### config.mk
export PLATFORM = sky130hd
export DESIGN_NAME = arb_requester_flat
export DESIGN_NICKNAME = d
export VERILOG_FILES = /design/src/rtl/arb_requester_pkg.sv /design/src/rtl/arb_requester_if.sv /design/src/rtl/arb_requester_req_timer.sv /design/src/rtl/arb_requester.sv /design/src/flat_wrapper.sv
export SDC_FILE = /design/constraint.sdc
export NUM_CORES = 1
export LEC_CHECK = 0
export CAP_MARGIN = 20
export CELL_PAD_IN_SITES_DETAIL_PLACEMENT = 1
export CELL_PAD_IN_SITES_GLOBAL_PLACEMENT = 1
export CORE_ASPECT_RATIO = 0.8
export CORE_MARGIN = 2
export CORE_UTILIZATION = 47
export CTS_BUF_LIST = sky130_fd_sc_hd__clkbuf_8
export CTS_CLUSTER_SIZE = 10
export DETAILED_ROUTE_END_ITERATION = 12
export PLACE_DENSITY = 0.95
export RECOVER_POWER = 50
export SYNTH_ARGS = -nofsm -noshare
export SYNTH_HDL_FRONTEND = slang
export SYNTH_HIERARCHICAL = 1
export SYNTH_SLANG_ARGS = --single-unit
### constraint.sdc
create_clock -name clk -period 5.23 [get_ports clk]
set_clock_uncertainty 0.05 [all_clocks]
set_input_delay 1.3075 -clock clk [delete_from_list [all_inputs] [get_ports clk]]
set_output_delay 1.3075 -clock clk [all_outputs]
set_load 0.005 [all_outputs]
### src/rtl/arb_requester_pkg.sv
// Shared types and default sizing for the arbiter requester block.
package arb_requester_pkg;

    localparam int LEN_W_DEF   = 4;
    localparam int TIMEOUT_DEF = 255;
    // Wide enough for the largest legal TIMEOUT (1023)
    localparam int WAIT_W      = 10;

    typedef enum logic [1:0] {
        ST_IDLE = 2'd0,
        ST_REQ  = 2'd1,
        ST_XFER = 2'd2,
        ST_REL  = 2'd3
    } state_e;

endpackage

### src/rtl/arb_requester_if.sv
// Command and arbiter bus signals of one requester; master is the requester side.
interface arb_requester_if
    import arb_requester_pkg::*;
#(
    parameter int LEN_W = LEN_W_DEF
);

    logic             cmd_valid;
    logic [LEN_W-1:0] cmd_len;
    logic             cmd_ready;
    logic             req;
    logic             gnt;
    logic             beat_valid;
    logic [LEN_W-1:0] beat_cnt;
    logic             done;
    logic             timeout;
    logic             busy;

    modport master (
        input  cmd_valid, cmd_len, gnt,
        output cmd_ready, req, beat_valid, beat_cnt, done, timeout, busy
    );

    modport slave (
        output cmd_valid, cmd_len, gnt,
        input  cmd_ready, req, beat_valid, beat_cnt, done, timeout, busy
    );

endinterface

### src/rtl/arb_requester_req_timer.sv
// Saturating count of ungranted request cycles; expired_o flags the edge that reaches TIMEOUT.
module req_timer
    import arb_requester_pkg::*;
#(
    parameter int TIMEOUT = TIMEOUT_DEF
) (
    input  logic clk,
    input  logic nreset,
    input  logic clear_i,
    input  logic en_i,
    output logic expired_o
);

    localparam logic [WAIT_W-1:0] LIMIT = WAIT_W'(TIMEOUT);

    logic [WAIT_W-1:0] count_q;
    logic [WAIT_W-1:0] count_d;

    always_ff @(posedge clk or negedge nreset) begin
        if (!nreset) begin
            count_q <= '0;
        end else begin
            count_q <= count_d;
        end
    end

    always_comb begin
        count_d = count_q;
        if (clear_i) begin
            count_d = '0;
        end else if (en_i && (count_q != LIMIT)) begin
            count_d = count_q + WAIT_W'(1);
        end
    end

    // Look-ahead so the FSM can register its abort on the same edge the count lands
    assign expired_o = en_i && (count_d == LIMIT);

endmodule

### src/rtl/arb_requester.sv
// Burst requester: asks the arbiter for the bus, drives len+1 beats, releases for one cycle.
module arb_requester
    import arb_requester_pkg::*;
#(
    parameter int LEN_W   = LEN_W_DEF,
    parameter int TIMEOUT = TIMEOUT_DEF
) (
    input  logic                 clk,
    input  logic                 nreset,
    arb_requester_if.master      bus
);

    state_e           state_q, state_d;
    logic [LEN_W-1:0] len_q, len_d;
    logic [LEN_W-1:0] beat_cnt_q, beat_cnt_d;
    logic             req_q, req_d;
    logic             beat_valid_q, beat_valid_d;
    logic             done_q, done_d;
    logic             timeout_q, timeout_d;

    logic             timer_clr;
    logic             timer_en;
    logic             wait_expired;
    logic             last_beat;

    assign last_beat = (beat_cnt_q == len_q);
    assign timer_en  = (state_q == ST_REQ) && !bus.gnt;
    assign timer_clr = ((state_q == ST_IDLE) && bus.cmd_valid) ||
                       ((state_q == ST_XFER) && !bus.gnt);

    req_timer #(
        .TIMEOUT (TIMEOUT)
    ) u_req_timer (
        .clk       (clk),
        .nreset    (nreset),
        .clear_i   (timer_clr),
        .en_i      (timer_en),
        .expired_o (wait_expired)
    );

    always_ff @(posedge clk or negedge nreset) begin
        if (!nreset) begin
            state_q      <= ST_IDLE;
            len_q        <= '0;
            beat_cnt_q   <= '0;
            req_q        <= 1'b0;
            beat_valid_q <= 1'b0;
            done_q       <= 1'b0;
            timeout_q    <= 1'b0;
        end else begin
            state_q      <= state_d;
            len_q        <= len_d;
            beat_cnt_q   <= beat_cnt_d;
            req_q        <= req_d;
            beat_valid_q <= beat_valid_d;
            done_q       <= done_d;
            timeout_q    <= timeout_d;
        end
    end

    always_comb begin
        state_d = state_q;
        unique case (state_q)
            ST_IDLE: if (bus.cmd_valid) state_d = ST_REQ;
            ST_REQ: begin
                if (bus.gnt)           state_d = ST_XFER;
                else if (wait_expired) state_d = ST_IDLE;
            end
            ST_XFER: begin
                if (!bus.gnt)      state_d = ST_REQ;
                else if (last_beat) state_d = ST_REL;
            end
            ST_REL:  state_d = ST_IDLE;
            default: state_d = ST_IDLE;
        endcase
    end

    always_comb begin
        len_d        = len_q;
        beat_cnt_d   = beat_cnt_q;
        req_d        = req_q;
        beat_valid_d = beat_valid_q;
        done_d       = 1'b0;
        timeout_d    = 1'b0;
        unique case (state_q)
            ST_IDLE: begin
                if (bus.cmd_valid) begin
                    len_d      = bus.cmd_len;
                    beat_cnt_d = '0;
                    req_d      = 1'b1;
                end
            end
            ST_REQ: begin
                if (bus.gnt) begin
                    beat_valid_d = 1'b1;
                end else if (wait_expired) begin
                    req_d     = 1'b0;
                    timeout_d = 1'b1;
                    len_d     = '0;
                end
            end
            ST_XFER: begin
                // Preemption: the beat in flight is not counted and is re-driven after regrant
                if (!bus.gnt) begin
                    beat_valid_d = 1'b0;
                end else if (last_beat) begin
                    beat_valid_d = 1'b0;
                    req_d        = 1'b0;
                    done_d       = 1'b1;
                end else begin
                    beat_cnt_d = beat_cnt_q + LEN_W'(1);
                end
            end
            ST_REL: begin
                req_d = 1'b0;
            end
            default: begin
                req_d        = 1'b0;
                beat_valid_d = 1'b0;
            end
        endcase
    end

    assign bus.cmd_ready  = (state_q == ST_IDLE);
    assign bus.busy       = (state_q != ST_IDLE);
    assign bus.req        = req_q;
    assign bus.beat_valid = beat_valid_q;
    assign bus.beat_cnt   = beat_cnt_q;
    assign bus.done       = done_q;
    assign bus.timeout    = timeout_q;

endmodule

### src/flat_wrapper.sv
// flat-port wrapper written by rule: the top's interface ports become plain ports
module arb_requester_flat import arb_requester_pkg::*;
#(
    parameter int LEN_W   = LEN_W_DEF,
    parameter int TIMEOUT = TIMEOUT_DEF
)
  (clk, nreset, bus_cmd_valid, bus_cmd_len, bus_gnt, bus_cmd_ready, bus_req, bus_beat_valid, bus_beat_cnt, bus_done, bus_timeout, bus_busy);
  arb_requester_if #(.LEN_W(LEN_W)) bus_i ();
  input  logic clk;
  input  logic nreset;
  input wire logic [$bits(bus_i.cmd_valid)-1:0] bus_cmd_valid;
  input wire logic [$bits(bus_i.cmd_len)-1:0] bus_cmd_len;
  input wire logic [$bits(bus_i.gnt)-1:0] bus_gnt;
  output wire logic [$bits(bus_i.cmd_ready)-1:0] bus_cmd_ready;
  output wire logic [$bits(bus_i.req)-1:0] bus_req;
  output wire logic [$bits(bus_i.beat_valid)-1:0] bus_beat_valid;
  output wire logic [$bits(bus_i.beat_cnt)-1:0] bus_beat_cnt;
  output wire logic [$bits(bus_i.done)-1:0] bus_done;
  output wire logic [$bits(bus_i.timeout)-1:0] bus_timeout;
  output wire logic [$bits(bus_i.busy)-1:0] bus_busy;
  assign bus_i.cmd_valid = bus_cmd_valid;
  assign bus_i.cmd_len = bus_cmd_len;
  assign bus_i.gnt = bus_gnt;
  assign bus_cmd_ready = bus_i.cmd_ready;
  assign bus_req = bus_i.req;
  assign bus_beat_valid = bus_i.beat_valid;
  assign bus_beat_cnt = bus_i.beat_cnt;
  assign bus_done = bus_i.done;
  assign bus_timeout = bus_i.timeout;
  assign bus_busy = bus_i.busy;
  arb_requester #(.LEN_W(LEN_W), .TIMEOUT(TIMEOUT)) u_core (.clk(clk), .nreset(nreset), .bus(bus_i));
endmodule
## Yosys cells after proc, flatten, opt, wreduce, memory -nomap -nowiden

Cells that the tools add are included.

- Register bits: 24
- Input bits: 8
- Output and inout port bits: 10
- Word-level logic and storage cells: 73

- Add/sub/neg operators: 2
- Eq/ne operators: 15
- Multiplexer cells: 31
- Reduce and logical (&&, ||, !) cells: 17

Operators by type and width:

| cell | number |
|---|---|
| $mux W4 | 6 |
| $mux W10 | 2 |
| $pmux W4 S2 | 2 |
| $mux W1 | 13 |
| $ne A2 B2 Y1 const B | 6 |
| $add A10 B1 Y10 const B | 1 |
| $eq A10 B8 Y1 const B | 1 |
| $mux W2 | 5 |
| $ne A10 B8 Y1 const B | 1 |
| $pmux W2 S4 | 1 |
| $reduce_and A4 Y1 | 2 |
| $reduce_bool A2 Y1 | 4 |
| $reduce_and A3 Y1 | 2 |
| $logic_and A1 B1 Y1 | 5 |
| $reduce_and A5 Y1 | 1 |
| $add A4 B1 Y4 const B | 1 |
| $eq A2 B2 Y1 const B | 2 |
| $eq A4 B4 Y1 | 1 |
| $pmux W1 S4 | 1 |
| $ne A3 B2 Y1 const B | 1 |
| $ne A3 B3 Y1 const B | 1 |
| $eq A2 B1 Y1 const B | 1 |
| $logic_not A2 Y1 | 1 |
| $ne A2 B1 Y1 const B | 1 |
| 3 further kinds | 3 |

## Logic depth before layout (Yosys ltp)

- Word-level depth: 10
- Mapped depth: 12
- Mapped depth without buffers: 11

## Cells and area by module

The synthesis kept the hierarchy.

Modules (own cells, without submodules):

| module | instances | cells an instance | area each (µm²) | seq. area each (µm²) |
|---|---|---|---|---|
| arb_requester | 1 | 72 | 714.4 | 350.3 |
| req_timer | 1 | 62 | 615.6 | 250.2 |

## Least setup slack after synthesis

Ideal clock, no wire load.

- Kind: input-to-reg
- Start point: input port bus_gnt
- End point: register u_core.len_q[0]
- Library setup time: 0.121 ns
- Arrival time: 3.560 ns
- Data required time: 5.059 ns
- Slack: 1.499 ns
- Stages: 10
- Buffers on the path: 0
- Cells stage by stage: nor2_1 -> nand3_1 -> a2111oi_4 -> xnor2_1 -> or4_4 -> a211oi_2 -> nor2b_1 -> mux2i_1 -> or2_2 -> a22o_1

- Word-level cells in the longest chain between the ends: 9
- Elaborated cells between the ends (all ways): 12
- Those cells by class: 3 x eq/ne; 2 x mux; 7 x reduce/logical

Ends and longest elaborated chain:

| item | line | text |
|---|---|---|
| start, declared | flat_wrapper.sv:13 | `input wire logic [$bits(bus_i.gnt)-1:0] bus_gnt;` |
| $logic_not A1 Y1 * | arb_requester.sv:27, arb_requester.sv:29 |  |
| $logic_and A1 B1 Y1 | arb_requester.sv:27 | `assign timer_en = (state_q == ST_REQ) && !bus.gnt;` |
| $logic_and A1 B1 Y1 | arb_requester_req_timer.sv:31 | `end else if (en_i && (count_q != LIMIT)) begin` |
| $mux W10 | arb_requester_req_timer.sv:31 |  |
| $mux W10 | arb_requester_req_timer.sv:29 | `if (clear_i) begin` |
| $eq A10 B8 Y1 | arb_requester_req_timer.sv:37 | `assign expired_o = en_i && (count_d == LIMIT);` |
| $logic_and A1 B1 Y1 * | arb_requester_req_timer.sv:37 |  |
| via u_core.wait_expired | arb_requester.sv:23 | `logic wait_expired;` |
| $ne A2 B2 Y1 (no line) * | -- |  |
| $reduce_and A4 Y1 (no line) * | -- |  |
| end signal, assigned | arb_requester.sv:52 | `len_q <= len_d;` |
| end, declared | arb_requester.sv:14 | `logic [LEN_W-1:0] len_q, len_d;` |

The timed path passes the listed nets; every way through them passes the cells marked *.
A chain may end at the register's enable or synchronous reset.

## Worst setup path in the final report

- Start point: input port bus_gnt
- End point: register u_core.len_q[2]

- Word-level cells in the longest chain between the ends: 9
- Elaborated cells between the ends (all ways): 12
- Those cells by class: 3 x eq/ne; 2 x mux; 7 x reduce/logical

Ends and longest elaborated chain:

| item | line | text |
|---|---|---|
| $logic_not A1 Y1 * | arb_requester.sv:27 |  |
| $logic_and A1 B1 Y1 * | arb_requester.sv:27 |  |
| via u_core.timer_en | arb_requester.sv:22 | `logic timer_en;` |
| $logic_and A1 B1 Y1 | arb_requester_req_timer.sv:31 |  |
| $mux W10 | arb_requester_req_timer.sv:31 |  |
| $mux W10 | arb_requester_req_timer.sv:29 |  |
| $eq A10 B8 Y1 | arb_requester_req_timer.sv:37 |  |
| $logic_and A1 B1 Y1 * | arb_requester_req_timer.sv:37 |  |
| via u_core.wait_expired | arb_requester.sv:23 |  |
| $ne A2 B2 Y1 (no line) * | -- |  |
| $reduce_and A4 Y1 (no line) * | -- |  |

Marked as above.

==> impl_metrics.yaml <==
status:
  status: "completed"
yosys:
  yosysUniqueCellTypes: 41
  synth_fp_nets: 144
  synth_area_per_cell_um2: 9.93
  synth_seq_cells: 24
  async_flop_share_pct: 100
  synth.most_common_cell: "dfrtp_1"
  synth_area_um2: 1330
  synth_top_area_cell: "dfrtp_1"
  synth.area.top_cells: "dfrtp_1, xnor2_1, nand3_1"
  ys.flop_type: "dfrtp_1"
  synth_top_area_share_pct: 45.2
  synth_edf_count: 0
  synth_commonest_cells: "dfrtp_1, nand3_1, nand2_1"
  yosysWarnings: 6
  syn_inst: 134
  yosysSeqAreaShare_pct: 45.2
route:
  top_layer: "met4"
  antenna_left: 0
  vias_per_cell: 6.04
  routedWlPerCell_um: 20.2
  drt_iter0_markers: 51
  wl_um: 3830
  drt_pass1_iterations: 4
  wl_met1_um: 1740
  wl_met2_um: 1850
  met3_length_um: 190
  vias: 1148
  drc: 0
clock_network:
  cts_setup_buffers: 0
  insertion_delay_ps: 270
  clockRootBuffer: "clkbuf_8"
  cts_tree: "yes"
  htreeDepth: 1
  clkTransAtPathRegs_ps: 80
  clock_path_buffers: 2
  numCtsBuffers: 3
  cts_resized: 0
  ctsHoldBuffers: 0
  cts.sinks: 24
place:
  gp_congestion: 0.888
  pre_cts_ws_ps: 487
  port_buffers: 17
  dp_hpwl_um: 2640
die:
  coreArea_um2: 2720
  fp.dieW_um: 63.5
  initial_core_util_pct: 48.9
  die_height_um: 51.6
  io-pin-count: 18
  dieArea_um2: 3270
  rows: 17
setup_path:
  cp-end-kind: "register"
  reg2reg_to: "u_core/len_q[2]$_DFFE_PN0P_"
  worstPathRequired_ps: 5340
  critPathKind: "in2reg"
  cp_max_fo: 9
  cp.arrival_ps: 4830
  startpoint_type: "primary input"
  rrSetupSlack_ps: 1360
  reg2reg_depth: 11
  r2r_start: "u_core/state_q[1]$_DFFE_PN0P_"
sta:
  drv_slew: 0
  timing.final.crit_share_pct: 90.4
  fin_crit_ps: 4730
  rsz0062_at_grt: "no"
  setup_violations: 0
  worstMarginPinSlew_ps: 1170
  clock.fmax_mhz: 212
  hold_viol_final: 0
  relSlewSlack_pct: 22.0
  tns_ps: 0
  setup_ws_ps: 503
global_routing:
  grt_start_max_net_pins: 25
  grt_pass1_wl_um: 6200
  grt_antenna_before_repair: 0
  grt_pass1_vias: 1231
  grt_usage_pct: 25.4
  overflow: 0
hold_path:
  min_from: "u_core/bus.beat_valid$_DFFE_PN0P_"
  hold_path_end: "u_core/bus.beat_valid$_DFFE_PN0P_"
  hold_class: "reg2reg"
  hold_depth: 1
pwr:
  p_leak_nw: 0.641
  ir_drop_mv: 0.203
  pwr_density_cell_nw_per_um2: 403
finish:
  area_growth_pct: 19.1
  n_antenna_cell: 0
  layout-drive-gt1-share_pct: 9.21
  fin_nets: 163
flow_run:
  drv_cap: 0
-- how the worst max path moves through the flow --
stage / from / to / cells past startpoint
finish: bus_gnt / u_core/len_q[2]$_DFFE_PN0P_ / 11
global route: bus_gnt / u_core/len_q[3]$_DFFE_PN0P_ / 11
CTS: bus_gnt / u_core/len_q[1]$_DFFE_PN0P_ / 11
detailed placement: bus_gnt / u_core/len_q[3]$_DFFE_PN0P_ / 11
global placement: bus_gnt / u_core/len_q[1]$_DFFE_PN0P_ / 11
floorplan: bus_gnt / u_core/len_q[0]$_DFFE_PN0P_ / 10
-- registers in the layout (all words and copies together), names as in the netlist --
register and cells:
u_core/bus.timeout 1, u_core/state_q 2, u_core/bus.done 1, u_core/len_q 4, u_core/bus.beat_valid 1, u_core/bus.beat_cnt 4
u_core/u_req_timer/count_q 10, u_core/bus.req 1
-- worst max-delay path, stage by stage --
cell	delay (ps)
dlygate4sd3_1	640
nor2_1	470
nand3_1	320
a2111oi_4	290
xnor2_1	140
or4_4	520
a211oi_2	250
nor2b_1	240
mux2i_1	100
or2_2	340
a22o_1	200
-- area by class of cell --
type                       instances  area (um^2)
fill                             327         1140
multi-input combinational         99          681
sequential                        24          601
timing repair buffer              18          174
clock buffer                       4         55.1
tap                               38         47.5
inverter                           7         26.3
-- report_power, final --
group | switching (mW) | total, mW | internal (mW) | leakage [nW]
registers | 0.0564 | 0.281 | 0.224 | 0.316
logic | 0.124 | 0.234 | 0.109 | 0.296
clock network | 0.0565 | 0.124 | 0.0672 | 0.0288
total | 0.237 | 0.638 | 0.401 | 0.641
-- cell usage in the layout (no fill, tap or decap), types with 3 or more instances in the layout --
cell	synthesis	final
xnor2_1	6	6
nand4_1	4	4
clkbuf_8	0	4
a22o_1	4	4
nand2_1	9	9
a21oi_1	7	7
inv_1	7	7
a211oi_1	4	4
dlygate4sd3_1	0	5
dfrtp_1	24	24
clkdlybuf4s50_1	0	12
nor3_1	6	6
nand2b_1	3	3
o21ai_0	3	3
nor2_1	8	8
nand3_1	10	10
-- cell families (layout without fill, tap and decap cells) --
kind of cell | count (synthesis) | count (layout) | synth area share (%)
mux | 2 | 2 | 1.51
fa+ha+maj | 2 | 2 | 1.88
simple gates | 54 | 54 | 22.9
xor+xnor | 8 | 8 | 5.27
flops | 24 | 24 | 45.2
buf+inv | 11 | 29 | 3.67
compound gates | 33 | 33 | 19.7
-- routing by layer --
metal	vias up	GRT usage [%]
li1	538	-
met1	568	32.5
met2	36	41.6
met3	6	6.93
met4	0	9.78
met5	-	0
-- stage by stage --
stage | hold slack (ps) | cell area (um^2) | util (%) | instances | total power, mW
final | 480 | 1580 | 58.2 | 190 | 0.638
after global routing | 494 | 1580 | 58.2 | 190 | 0.682
after CTS | 492 | 1580 | 58.0 | 189 | 0.642
after detailed placement | 467 | 1530 | 56.0 | 185 | 0.514
after global placement | 457 | 1530 | 56.0 | 185 | 0.489
after floorplan | 437 | 1330 | - | 134 | 0.417
Power figures use the tool's default switching activity.
